==> src/rtl/apb_pkg.sv <==
// ---------------------------------------------------------------------------
// apb_pkg: shared definitions for the APB3 master and its address decoder.
//   - apb_state_e   : transfer sequencing states
//   - N_SLV         : number of APB slave windows
//   - WIN_MASK      : byte-offset mask inside one 4 KB slave window
//   - DEF_BASE_ADDR : default base of the peripheral region
//   - idx_to_onehot : slave index -> one-hot PSEL pattern
// ---------------------------------------------------------------------------
package apb_pkg;

    typedef enum logic [1:0] {
        IDLE   = 2'd0,
        SETUP  = 2'd1,
        ACCESS = 2'd2
    } apb_state_e;

    localparam int          N_SLV         = 4;
    localparam logic [11:0] WIN_MASK      = 12'hFFF;
    localparam logic [31:0] DEF_BASE_ADDR = 32'h1000_0000;

    function automatic logic [N_SLV-1:0] idx_to_onehot(input logic [1:0] idx);
        logic [N_SLV-1:0] one;
        one = {{(N_SLV-1){1'b0}}, 1'b1};
        return one << idx;
    endfunction

endpackage

==> src/rtl/apb_decoder.sv <==
// ---------------------------------------------------------------------------
// apb_decoder: combinational decode of a CPU address page to an APB slave.
// Ports:
//   addr_page  in  20  address bits [31:12] (offset bits are not needed)
//   hit        out 1   address lies inside the four-window peripheral region
//   idx        out 2   slave index (address bits [13:12])
//   sel_onehot out 4   one-hot slave select, all zero on a miss
// ---------------------------------------------------------------------------
module apb_decoder
    import apb_pkg::*;
#(
    parameter logic [31:0] BASE_ADDR = DEF_BASE_ADDR
) (
    input  logic [19:0]      addr_page,
    output logic             hit,
    output logic [1:0]       idx,
    output logic [N_SLV-1:0] sel_onehot
);

    // The region spans 4 x 4 KB, so only bits [31:14] identify it.
    localparam logic [17:0] BASE_HI = BASE_ADDR[31:14];

    // Region compare and one-hot select generation
    always_comb begin
        hit = (addr_page[19:2] == BASE_HI);
        idx = addr_page[1:0];
        if (hit) begin
            sel_onehot = idx_to_onehot(addr_page[1:0]);
        end else begin
            sel_onehot = {N_SLV{1'b0}};
        end
    end

endmodule

==> src/rtl/apb_master.sv <==
// ---------------------------------------------------------------------------
// apb_master: APB3 master bridging a simple CPU load/store bus to four slaves.
// Ports:
//   PCLK, PRESET            clock, synchronous active-high reset
//   transfer/write/addr/wdata  CPU request (transfer sampled only in IDLE)
//   rdata/ready/err         CPU completion: one-cycle ready pulse, err flag,
//                           read data held until the next completion
//   PADDR/PWDATA/PWRITE     APB address offset, write data, direction
//   PENABLE/PSEL            APB access phase and one-hot slave select
//   PRDATA0..3/PREADY0..3   per-slave read data and ready
// All outputs are registered.
// ---------------------------------------------------------------------------
module apb_master
    import apb_pkg::*;
#(
    parameter logic [31:0] BASE_ADDR = DEF_BASE_ADDR,
    parameter int          TIMEOUT   = 16,
    parameter int          CNT_W     = 5
) (
    input  logic        PCLK,
    input  logic        PRESET,
    input  logic        transfer,
    input  logic        write,
    input  logic [31:0] addr,
    input  logic [31:0] wdata,
    output logic [31:0] rdata,
    output logic        ready,
    output logic        err,
    output logic [11:0] PADDR,
    output logic [31:0] PWDATA,
    output logic        PWRITE,
    output logic        PENABLE,
    output logic [3:0]  PSEL,
    input  logic [31:0] PRDATA0,
    input  logic [31:0] PRDATA1,
    input  logic [31:0] PRDATA2,
    input  logic [31:0] PRDATA3,
    input  logic        PREADY0,
    input  logic        PREADY1,
    input  logic        PREADY2,
    input  logic        PREADY3
);

    // Last ACCESS cycle count at which a missing PREADY forces an error.
    localparam logic [CNT_W-1:0] CNT_LAST = CNT_W'(TIMEOUT - 1);

    apb_state_e       state_r, state_s;
    logic [3:0]       psel_r, psel_s;
    logic             penable_r, penable_s;
    logic             pwrite_r, pwrite_s;
    logic [11:0]      paddr_r, paddr_s;
    logic [31:0]      pwdata_r, pwdata_s;
    logic [31:0]      rdata_r, rdata_s;
    logic             ready_r, ready_s;
    logic             err_r, err_s;
    logic [1:0]       idx_r, idx_s;
    logic [CNT_W-1:0] cnt_r, cnt_s;

    logic             hit_s;
    logic [1:0]       dec_idx_s;
    logic [3:0]       dec_sel_s;
    logic             pready_sel_s;
    logic [31:0]      prdata_sel_s;

    apb_decoder #(
        .BASE_ADDR (BASE_ADDR)
    ) u_dec (
        .addr_page  (addr[31:12]),
        .hit        (hit_s),
        .idx        (dec_idx_s),
        .sel_onehot (dec_sel_s)
    );

    // Return-path mux: only the registered slave index is ever looked at
    always_comb begin
        case (idx_r)
            2'd0: begin pready_sel_s = PREADY0; prdata_sel_s = PRDATA0; end
            2'd1: begin pready_sel_s = PREADY1; prdata_sel_s = PRDATA1; end
            2'd2: begin pready_sel_s = PREADY2; prdata_sel_s = PRDATA2; end
            2'd3: begin pready_sel_s = PREADY3; prdata_sel_s = PRDATA3; end
            default: begin pready_sel_s = 1'b0; prdata_sel_s = 32'h0; end
        endcase
    end

    // Next-state and next-output logic for the IDLE/SETUP/ACCESS sequencer
    always_comb begin
        state_s   = state_r;
        psel_s    = psel_r;
        penable_s = penable_r;
        pwrite_s  = pwrite_r;
        paddr_s   = paddr_r;
        pwdata_s  = pwdata_r;
        idx_s     = idx_r;
        cnt_s     = cnt_r;
        rdata_s   = rdata_r;
        ready_s   = 1'b0;
        err_s     = 1'b0;
        case (state_r)
            IDLE: begin
                if (transfer) begin
                    paddr_s  = addr[11:0] & WIN_MASK;
                    pwdata_s = wdata;
                    pwrite_s = write;
                    idx_s    = dec_idx_s;
                    if (hit_s) begin
                        state_s = SETUP;
                        psel_s  = dec_sel_s;
                    end else begin
                        // Decode miss completes immediately without touching the bus.
                        ready_s = 1'b1;
                        err_s   = 1'b1;
                        rdata_s = 32'h0;
                    end
                end else begin
                    state_s = IDLE;
                end
            end
            SETUP: begin
                state_s   = ACCESS;
                penable_s = 1'b1;
            end
            ACCESS: begin
                if (pready_sel_s) begin
                    state_s   = IDLE;
                    psel_s    = 4'b0000;
                    penable_s = 1'b0;
                    cnt_s     = {CNT_W{1'b0}};
                    ready_s   = 1'b1;
                    rdata_s   = pwrite_r ? 32'h0 : prdata_sel_s;
                end else if (cnt_r == CNT_LAST) begin
                    state_s   = IDLE;
                    psel_s    = 4'b0000;
                    penable_s = 1'b0;
                    cnt_s     = {CNT_W{1'b0}};
                    ready_s   = 1'b1;
                    err_s     = 1'b1;
                    rdata_s   = 32'h0;
                end else begin
                    cnt_s = cnt_r + CNT_W'(1);
                end
            end
            default: begin
                state_s   = IDLE;
                psel_s    = 4'b0000;
                penable_s = 1'b0;
                cnt_s     = {CNT_W{1'b0}};
            end
        endcase
    end

    // State and registered-output update with synchronous reset
    always_ff @(posedge PCLK) begin
        if (PRESET) begin
            state_r   <= IDLE;
            psel_r    <= 4'b0000;
            penable_r <= 1'b0;
            pwrite_r  <= 1'b0;
            paddr_r   <= 12'h000;
            pwdata_r  <= 32'h0;
            idx_r     <= 2'd0;
            cnt_r     <= {CNT_W{1'b0}};
            rdata_r   <= 32'h0;
            ready_r   <= 1'b0;
            err_r     <= 1'b0;
        end else begin
            state_r   <= state_s;
            psel_r    <= psel_s;
            penable_r <= penable_s;
            pwrite_r  <= pwrite_s;
            paddr_r   <= paddr_s;
            pwdata_r  <= pwdata_s;
            idx_r     <= idx_s;
            cnt_r     <= cnt_s;
            rdata_r   <= rdata_s;
            ready_r   <= ready_s;
            err_r     <= err_s;
        end
    end

    assign PSEL    = psel_r;
    assign PENABLE = penable_r;
    assign PWRITE  = pwrite_r;
    assign PADDR   = paddr_r;
    assign PWDATA  = pwdata_r;
    assign rdata   = rdata_r;
    assign ready   = ready_r;
    assign err     = err_r;

endmodule

==> config.mk <==
export PLATFORM = sky130hd
export DESIGN_NAME = apb_master
export DESIGN_NICKNAME = d
export VERILOG_FILES = /design/src/rtl/apb_pkg.sv /design/src/rtl/apb_decoder.sv /design/src/rtl/apb_master.sv
export SDC_FILE = /design/constraint.sdc
export NUM_CORES = 1
export LEC_CHECK = 0
export CELL_PAD_IN_SITES_DETAIL_PLACEMENT = 1
export CELL_PAD_IN_SITES_GLOBAL_PLACEMENT = 1
export CORE_ASPECT_RATIO = 0.9
export CORE_MARGIN = 10
export CORE_UTILIZATION = 24
export CTS_BUF_LIST = sky130_fd_sc_hd__clkbuf_16
export DETAILED_ROUTE_END_ITERATION = 8
export PLACE_DENSITY_LB_ADDON = 0.1
export SKIP_CTS_REPAIR_TIMING = 1
export SLEW_MARGIN = 10
export SYNTH_ARGS = -nofsm -noshare
export SYNTH_HDL_FRONTEND = slang
export SYNTH_SLANG_ARGS = --single-unit
==> constraint.sdc <==
create_clock -name PCLK -period 1.7 [get_ports PCLK]
set_clock_uncertainty 0.1 [all_clocks]
set_input_delay 0.34 -clock PCLK [delete_from_list [all_inputs] [get_ports PCLK]]
set_output_delay 0.34 -clock PCLK [all_outputs]
set_load 0.02 [all_outputs]
==> results.md, run 1 <==
* CP Capture Type: flip-flop
* Slew margin rel. at 0.634
* DRT Wirelength at about 21000 um
* Critical path class: reg2reg
* Combinational power share at 0.213
* Detailed placement HPWL at 16200 um
* Switching portion of total power at 0.245
* Placement Cell Area at between 7000 and 8000 um^2
* Post-synth EDFFs at 0
* Final Hold Viols at 0
* Remaining DRCs at 0
* Tot GR Track Use at 0.154
* Cell Pwr Density at around 630 nW/um^2
* Placed insts at 990
* Core area at 18600 um^2
* Ant. Diodes at 0
* Vias in the first global route at a little over 5000
* CTS max path bufs at 2
* Synth async-reset ratio at 0
* Final period util at 1.10
* Pins Over Slew Limit at 0
* Final WS setup at -0.172 ns
* Vias post-DR at ~4600
* IO Port Bufs at 283
* R2R setup slack at -0.17 ns
* Maximum VDD drop at 422 uV
* Initial Util at 0.247
* Die height at 151 um
* Die X-Extent at around 170 um
* Crit path max fanout at 10
* RSZ-0062 raised after global routing: yes
* Fmax at 534 MHz
* Synth Warn # at 0
* Internal power at 4.07 mW
* Hold path depth at 2
* # setup viols final at 43
* Avg Inst Size Synth at about 10 um^2
* Required @ worst endpoint at 1.81 ns
* Fraction of layout cells with a size suffix above 1 at 0.180
* Sequential Power Share at 0.422
* Synth Register Bits at 93
* DR iter-0 viols at approximately 140
* R2R depth at 5
* Hold Crit Start: PRESET
* I/O pins at 284
* Pwr Total at 5.39 mW
* Top FF cell, synth: dfxtp_1
* Mapped Cells at 470
* Clk sinks at 93
* Hold/Removal Path Class: in2reg
* CTS buffer count at 9
* Area grow syn2layout at 86.1%
* First-pass GRT wire length at 30600 um
* DRT antenna net count at 0
* Seq/Total Area, Yosys at 0.404
* Fin area at approximately 8600 um^2
* Clk Tree Root Cell: clkbuf_16
* Yosys cell types at 33
* Wire per inst at 20.3 um
* Final std cells w/o fill at 1010
* Hold endpoint: PWRITE
* Syn Nets at 671
* Largest net degree at the start of global routing at 42
* Gpl congestion at 0.933
* H-tree level count at 3
* Lkg Pwr at about 4.6 nW
* Post-Route M1 WL at 8000 um
* Die area at about 25000 um^2
* Status: finished, violations left
* Worst EP arrival at 1.99 ns
* Metal3 WL at between 900 and 1000 um
* RR Startpoint: idx_r[1]
* Maximum capacitance violations at 0
* Clk_lat worst skew at approximately 0.35 ns
* NetSw at 1.32 mW
* Failing checks: setup timing
* Average vias per placed instance at 4.60
* Router iterations before antenna repair at 4
* Initial antenna violation count at 0
* Reg2reg end: rdata[2]
* Clock transition at path regs at 0.06 ns
* CTS tree: done
* Met2 WL post-DR at 11400 um
* Mapped Area at roughly 4600 um^2
* Worst-Margin Slew at 0.549 ns
* Crit path launch type: flip-flop
* Clock power frac at 0.365
* FP Rows at 47
* DR top layer: met4
* GR Overflow Total at 0
* Min Clock Period, post-route at 1.87 ns
* Net count reported at finish at 961
==> registers in the layout (all words and copies together) (netlist names) <==
name,flops
err,1
PWDATA,32
rdata,32
idx_r,2
cnt_r,5
ready,1
state_r,2
PADDR,12
PSEL,4
PWRITE,1
PENABLE,1
==> worst max-delay path by stage <==
| stage | startpoint | to | slack, ns | cells past startpoint |
|---|---|---|---|---|
| floorplan | idx_r[1] | rdata[10] | -0.12 | 7 |
| global placement | PREADY2 | rdata[3] | -0.52 | 6 |
| detailed placement | PREADY2 | rdata[2] | -0.56 | 6 |
| CTS | idx_r[1] | PSEL[2] | -0.21 | 5 |
| global route | idx_r[1] | rdata[2] | -0.28 | 5 |
| finish | idx_r[1] | rdata[2] | -0.17 | 5 |
==> Yosys cell counts, types with 2 or more instances <==
library cell  instances  share of area
buf_1                 3         0.0024
inv_1                32          0.026
dfxtp_1              93           0.40
o41ai_1               3         0.0057
a21oi_1              55          0.060
and4b_1               2         0.0043
mux2i_1               4         0.0087
nor2b_1               2         0.0027
nor3_1                2         0.0022
nand3_1               6         0.0065
mux4_2               33           0.16
buf_6                 8          0.020
nor2_1                7         0.0057
or3_1                 2         0.0027
nand2_1             131           0.11
o21a_1                3         0.0049
buf_2                11          0.012
clkbuf_1             19          0.015
nand3b_1              7          0.011
nor4_1                4         0.0054
nand2b_1              3         0.0041
o41ai_2              29           0.10
==> routing by layer <==
| layer | vias to the layer above | global-route usage |
|---|---|---|
| li1 | 2225 | - |
| met2 | 122 | 0.289 |
| met4 | 0 | 0.0358 |
| met3 | 10 | 0.0479 |
| met1 | 2284 | 0.166 |
| met5 | - | 0 |
==> area by class of cell <==
class / instances / area (um^2)
Fill cell: 2058 / 10100
Timing Repair Buffer: 321 / 3500
Multi-Input combinational cell: 303 / 2490
Sequential cell: 93 / 1870
Tap cell: 245 / 307
Clock buffer: 9 / 225
Inverter: 32 / 120
Clock inverter: 7 / 60.1
==> power groups by stage <==
stage | clock network, mW | logic, mW | registers (mW)
2_1_floorplan | 0 | 0.343 | 2.39
3_3_place_gp | 0 | 1.12 | 2.32
3_5_place_dp | 0 | 1.14 | 2.33
4_1_cts | 2.04 | 1.15 | 2.28
5_1_grt | 2.14 | 1.23 | 2.28
6_report | 1.97 | 1.15 | 2.27
==> per-stage QoR <==
stage	hold slack [ns]	util	TNS, ns	setup slack, ns
after floorplan	0.323	-	-3.42	-0.116
after global placement	0.337	0.423	-21.92	-0.519
after detailed placement	0.349	0.423	-23.75	-0.556
after CTS	0.139	0.438	-13.68	-0.213
after global routing	0.159	0.460	-9.78	-0.283
final	0.147	0.460	-5.67	-0.172
==> worst max-delay path: stages, from the launching register on <==
cell and delay [ns]:
dfxtp_4 0.35, mux4_2 0.43, nor2_2 0.08, nor3b_4 0.48
buf_12 0.22, o41ai_2 0.07
==> cell usage in the layout, fill, tap and decap left out, drive strengths merged <==
cell type        n
dfxtp           93
and4b            2
nand3            6
clkinv           1
nor4b            1
o21a             3
clkdlybuf4s50  185
o31ai            2
dlymetal6s2s    97
nor3b            2
clkbuf          10
nor4             4
nand2          131
nor2             8
mux4            33
nand4b           1
ha               1
o41ai           32
bufinv           1
buf             38
or3              2
inv             35
nor3             3
a21oi           55
nand3b           7
clkinvlp         2
and2             1
nor2b            2
mux2i            4
nand2b           3
==> cells by family (layout without fill, tap and decap cells) <==
group / after synthesis / in the layout / share of synthesized area
DFF: 93 / 93 / 0.404
muxes: 37 / 37 / 0.170
AOI/OAI and AO/OA: 92 / 92 / 0.179
buffers and inverters: 74 / 369 / 0.0772
and+or+nand+nor: 173 / 173 / 0.166
adders and majority gates: 1 / 1 / 0.00272
No activity file was read; power rests on OpenSTA's default activity.
==> run 2, diff against run 1 <==
==> constraint.sdc (replaced) <==
create_clock -name PCLK -period 1.7 [get_ports PCLK]
set_clock_uncertainty 0.1 [all_clocks]
set_input_delay 0.51 -clock PCLK [delete_from_list [all_inputs] [get_ports PCLK]]
set_output_delay 0.51 -clock PCLK [all_outputs]
set_load 0.02 [all_outputs]
==> results.md, run 2 (synthesized netlist as in run 1, its figures left out) <==
* Status: finished, violations left
* Failing checks: setup timing
* Worst-Margin Slew at 0.468 ns (-0.0806 ns)
* Crit path launch type: flip-flop
* Area grow syn2layout at 94.5%
* Clock transition at path regs at 0.06 ns (about the same)
* Most common cell after layout, fill and taps aside: clkdlybuf4s50_1
* Average vias per placed instance at 4.60 (+0.17%)
* RR Startpoint: idx_r[1]
* Vias post-DR at 4704 (+1.4%)
* CP Capture Type: flip-flop
* Commonest non-fill, non-tap cells in the layout: clkdlybuf4s50_1 (178), nand2_1 (120), dlymetal6s2s_1 (104), dfxtp_1 (89), a21oi_1 (52)
* Die area at 25100 um^2 (unchanged)
* Tot GR Track Use at 0.150 (-0.00379)
* Hold/Removal Path Class: reg2reg
* Required @ worst endpoint at 1.84 ns (+0.03 ns)
* Clk sinks at 93 (unchanged)
* Fillers at 2022 (-1.7%)
* Die X-Extent at 166 um (unchanged)
* Maximum capacitance violations at 0 (unchanged)
* Die height at 151 um (unchanged)
* Final Hold Viols at 0 (unchanged)
* DR iter-0 viols at 151 (+4.9%)
* Pins Over Slew Limit at 0 (unchanged)
* Net count reported at finish at 972 (+1.1%)
* DRT Wirelength at 21200 um (+3.5%)
* Gpl congestion at 0.927 (-0.68%)
* I/O pins at 284 (unchanged)
* Min Clock Period, post-route at 1.90 ns (+0.0263 ns)
* Initial Util at 0.247 (unchanged)
* Critical path class: reg2reg
* Clk Tree Root Cell: clkbuf_16
* Clk_lat worst skew at 0.35 ns (about the same)
* Worst EP arrival at 2.04 ns (+0.05 ns)
* Beginning of the critical path: idx_r[1]
* Final period util at 1.12 (+0.0155)
* Wire per inst at 20.8 um (+2.3%)
* Crit path max fanout at 5 (-5)
* Pwr Total at 5.44 mW (+0.89%)
* Fin area at 8950 um^2 (+4.5%)
* Slew margin rel. at 0.688 (+0.0541)
* Placement Cell Area at 7880 um^2 (about the same)
* GR Overflow Total at 0 (unchanged)
* Remaining DRCs at 0 (unchanged)
* Cell Pwr Density at 607 nW/um^2 (-3.4%)
* Fmax at 527 MHz (-1.4%)
* RSZ-0062 raised after global routing: yes
* Fraction of layout cells with a size suffix above 1 at 0.211 (+0.0302)
* # setup viols final at 43 (unchanged)
* FP Rows at 47 (unchanged)
* CTS max path bufs at 2 (unchanged)
* DP Worst Slack at -0.788 ns (-0.231 ns)
* Largest net degree at the start of global routing at 45 (+7.1%)
* Hold Crit Start: PWDATA[18]
* CTS buffer count at 9 (unchanged)
* Final WS setup at -0.198 ns (-0.0263 ns)
* Maximum VDD drop at 497 uV (+18%)
* Router iterations before antenna repair at 6 (+2)
* Vias in the first global route at 5100 (-1.5%)
* First-pass GRT wire length at 29800 um (-2.7%)
* Initial antenna violation count at 3 (+3)
* Detailed placement HPWL at 16000 um (-1.4%)
* DRT antenna net count at 0 (unchanged)
* Core area at 18600 um^2 (unchanged)
* Lkg Pwr at 4.83 nW (+5.8%)
* IO Port Bufs at 283 (unchanged)
* CTS tree: done
* H-tree level count at 3 (unchanged)
run 2: cell count changes in the layout (fill, tap and decap cells not counted), moves of 5 or more:
cell	previous run	this run
o41ai_4	0	9
buf_6	2	10
clkdlybuf4s50_1	185	178
dlymetal6s2s_1	97	104
o41ai_2	29	23
clkbuf_16	10	15
run 2: path summary, 6_finish.rpt:
path / to / slack [ns] / cells past startpoint
setup / recovery: rdata[27] / -0.20 / 6
hold / removal: PWDATA[18] / 0.35 / 2
setup reg to reg: rdata[27] / -0.20 / 6
hold reg to reg: PWDATA[18] / 0.35 / 2
run 2: area by class of cell:
| cell class | instances | area (um^2) | area share |
|---|---|---|---|
| timing repair buffer | 332 | 3700 | 0.414 |
| multi-input combinational | 303 | 2670 | 0.298 |
| sequential | 93 | 1870 | 0.209 |
| tap | 245 | 307 | 0.0342 |
| clock buffer | 9 | 225 | 0.0252 |
| inverter | 32 | 120 | 0.0134 |
| clock inverter | 5 | 55.1 | 0.00615 |
| antenna | 3 | 7.51 | 0.000839 |
run 2: critical path: stages, from the launching register on:
cell and delay [ns]:
dfxtp_2 0.34, mux4_2 0.59, nor2_4 0.13, nor3b_4 0.07, buf_6 0.16, buf_6 0.12, o41ai_4 0.28
run 2: per-layer routing:
layer,global-route usage,wire length [um],vias to the layer above
li1,-,-,2259
met1,0.158,8240,2291
met2,0.277,11400,144
met3,0.0627,1430,10
met4,0.0283,210,0
met5,0,0,-
run 2: power by group:
group	internal, mW	switching, mW
clock	1.12	0.842
combinational	0.732	0.472
sequential	2.24	0.0309
total	4.09	1.35
run 2: through the flow:
step / std cells / hold WS [ns] / util / setup TNS (ns)
5_1_grt: 1020 / 0.371 / 0.480 / -8.77
6_report: 1022 / 0.353 / 0.480 / -4.81
3_5_place_dp: 990 / 0.350 / 0.423 / -38.82
4_1_cts: 1004 / 0.359 / 0.438 / -32.34
3_3_place_gp: 990 / 0.337 / 0.423 / -36.00
2_1_floorplan: 470 / 0.323 / - / -5.71
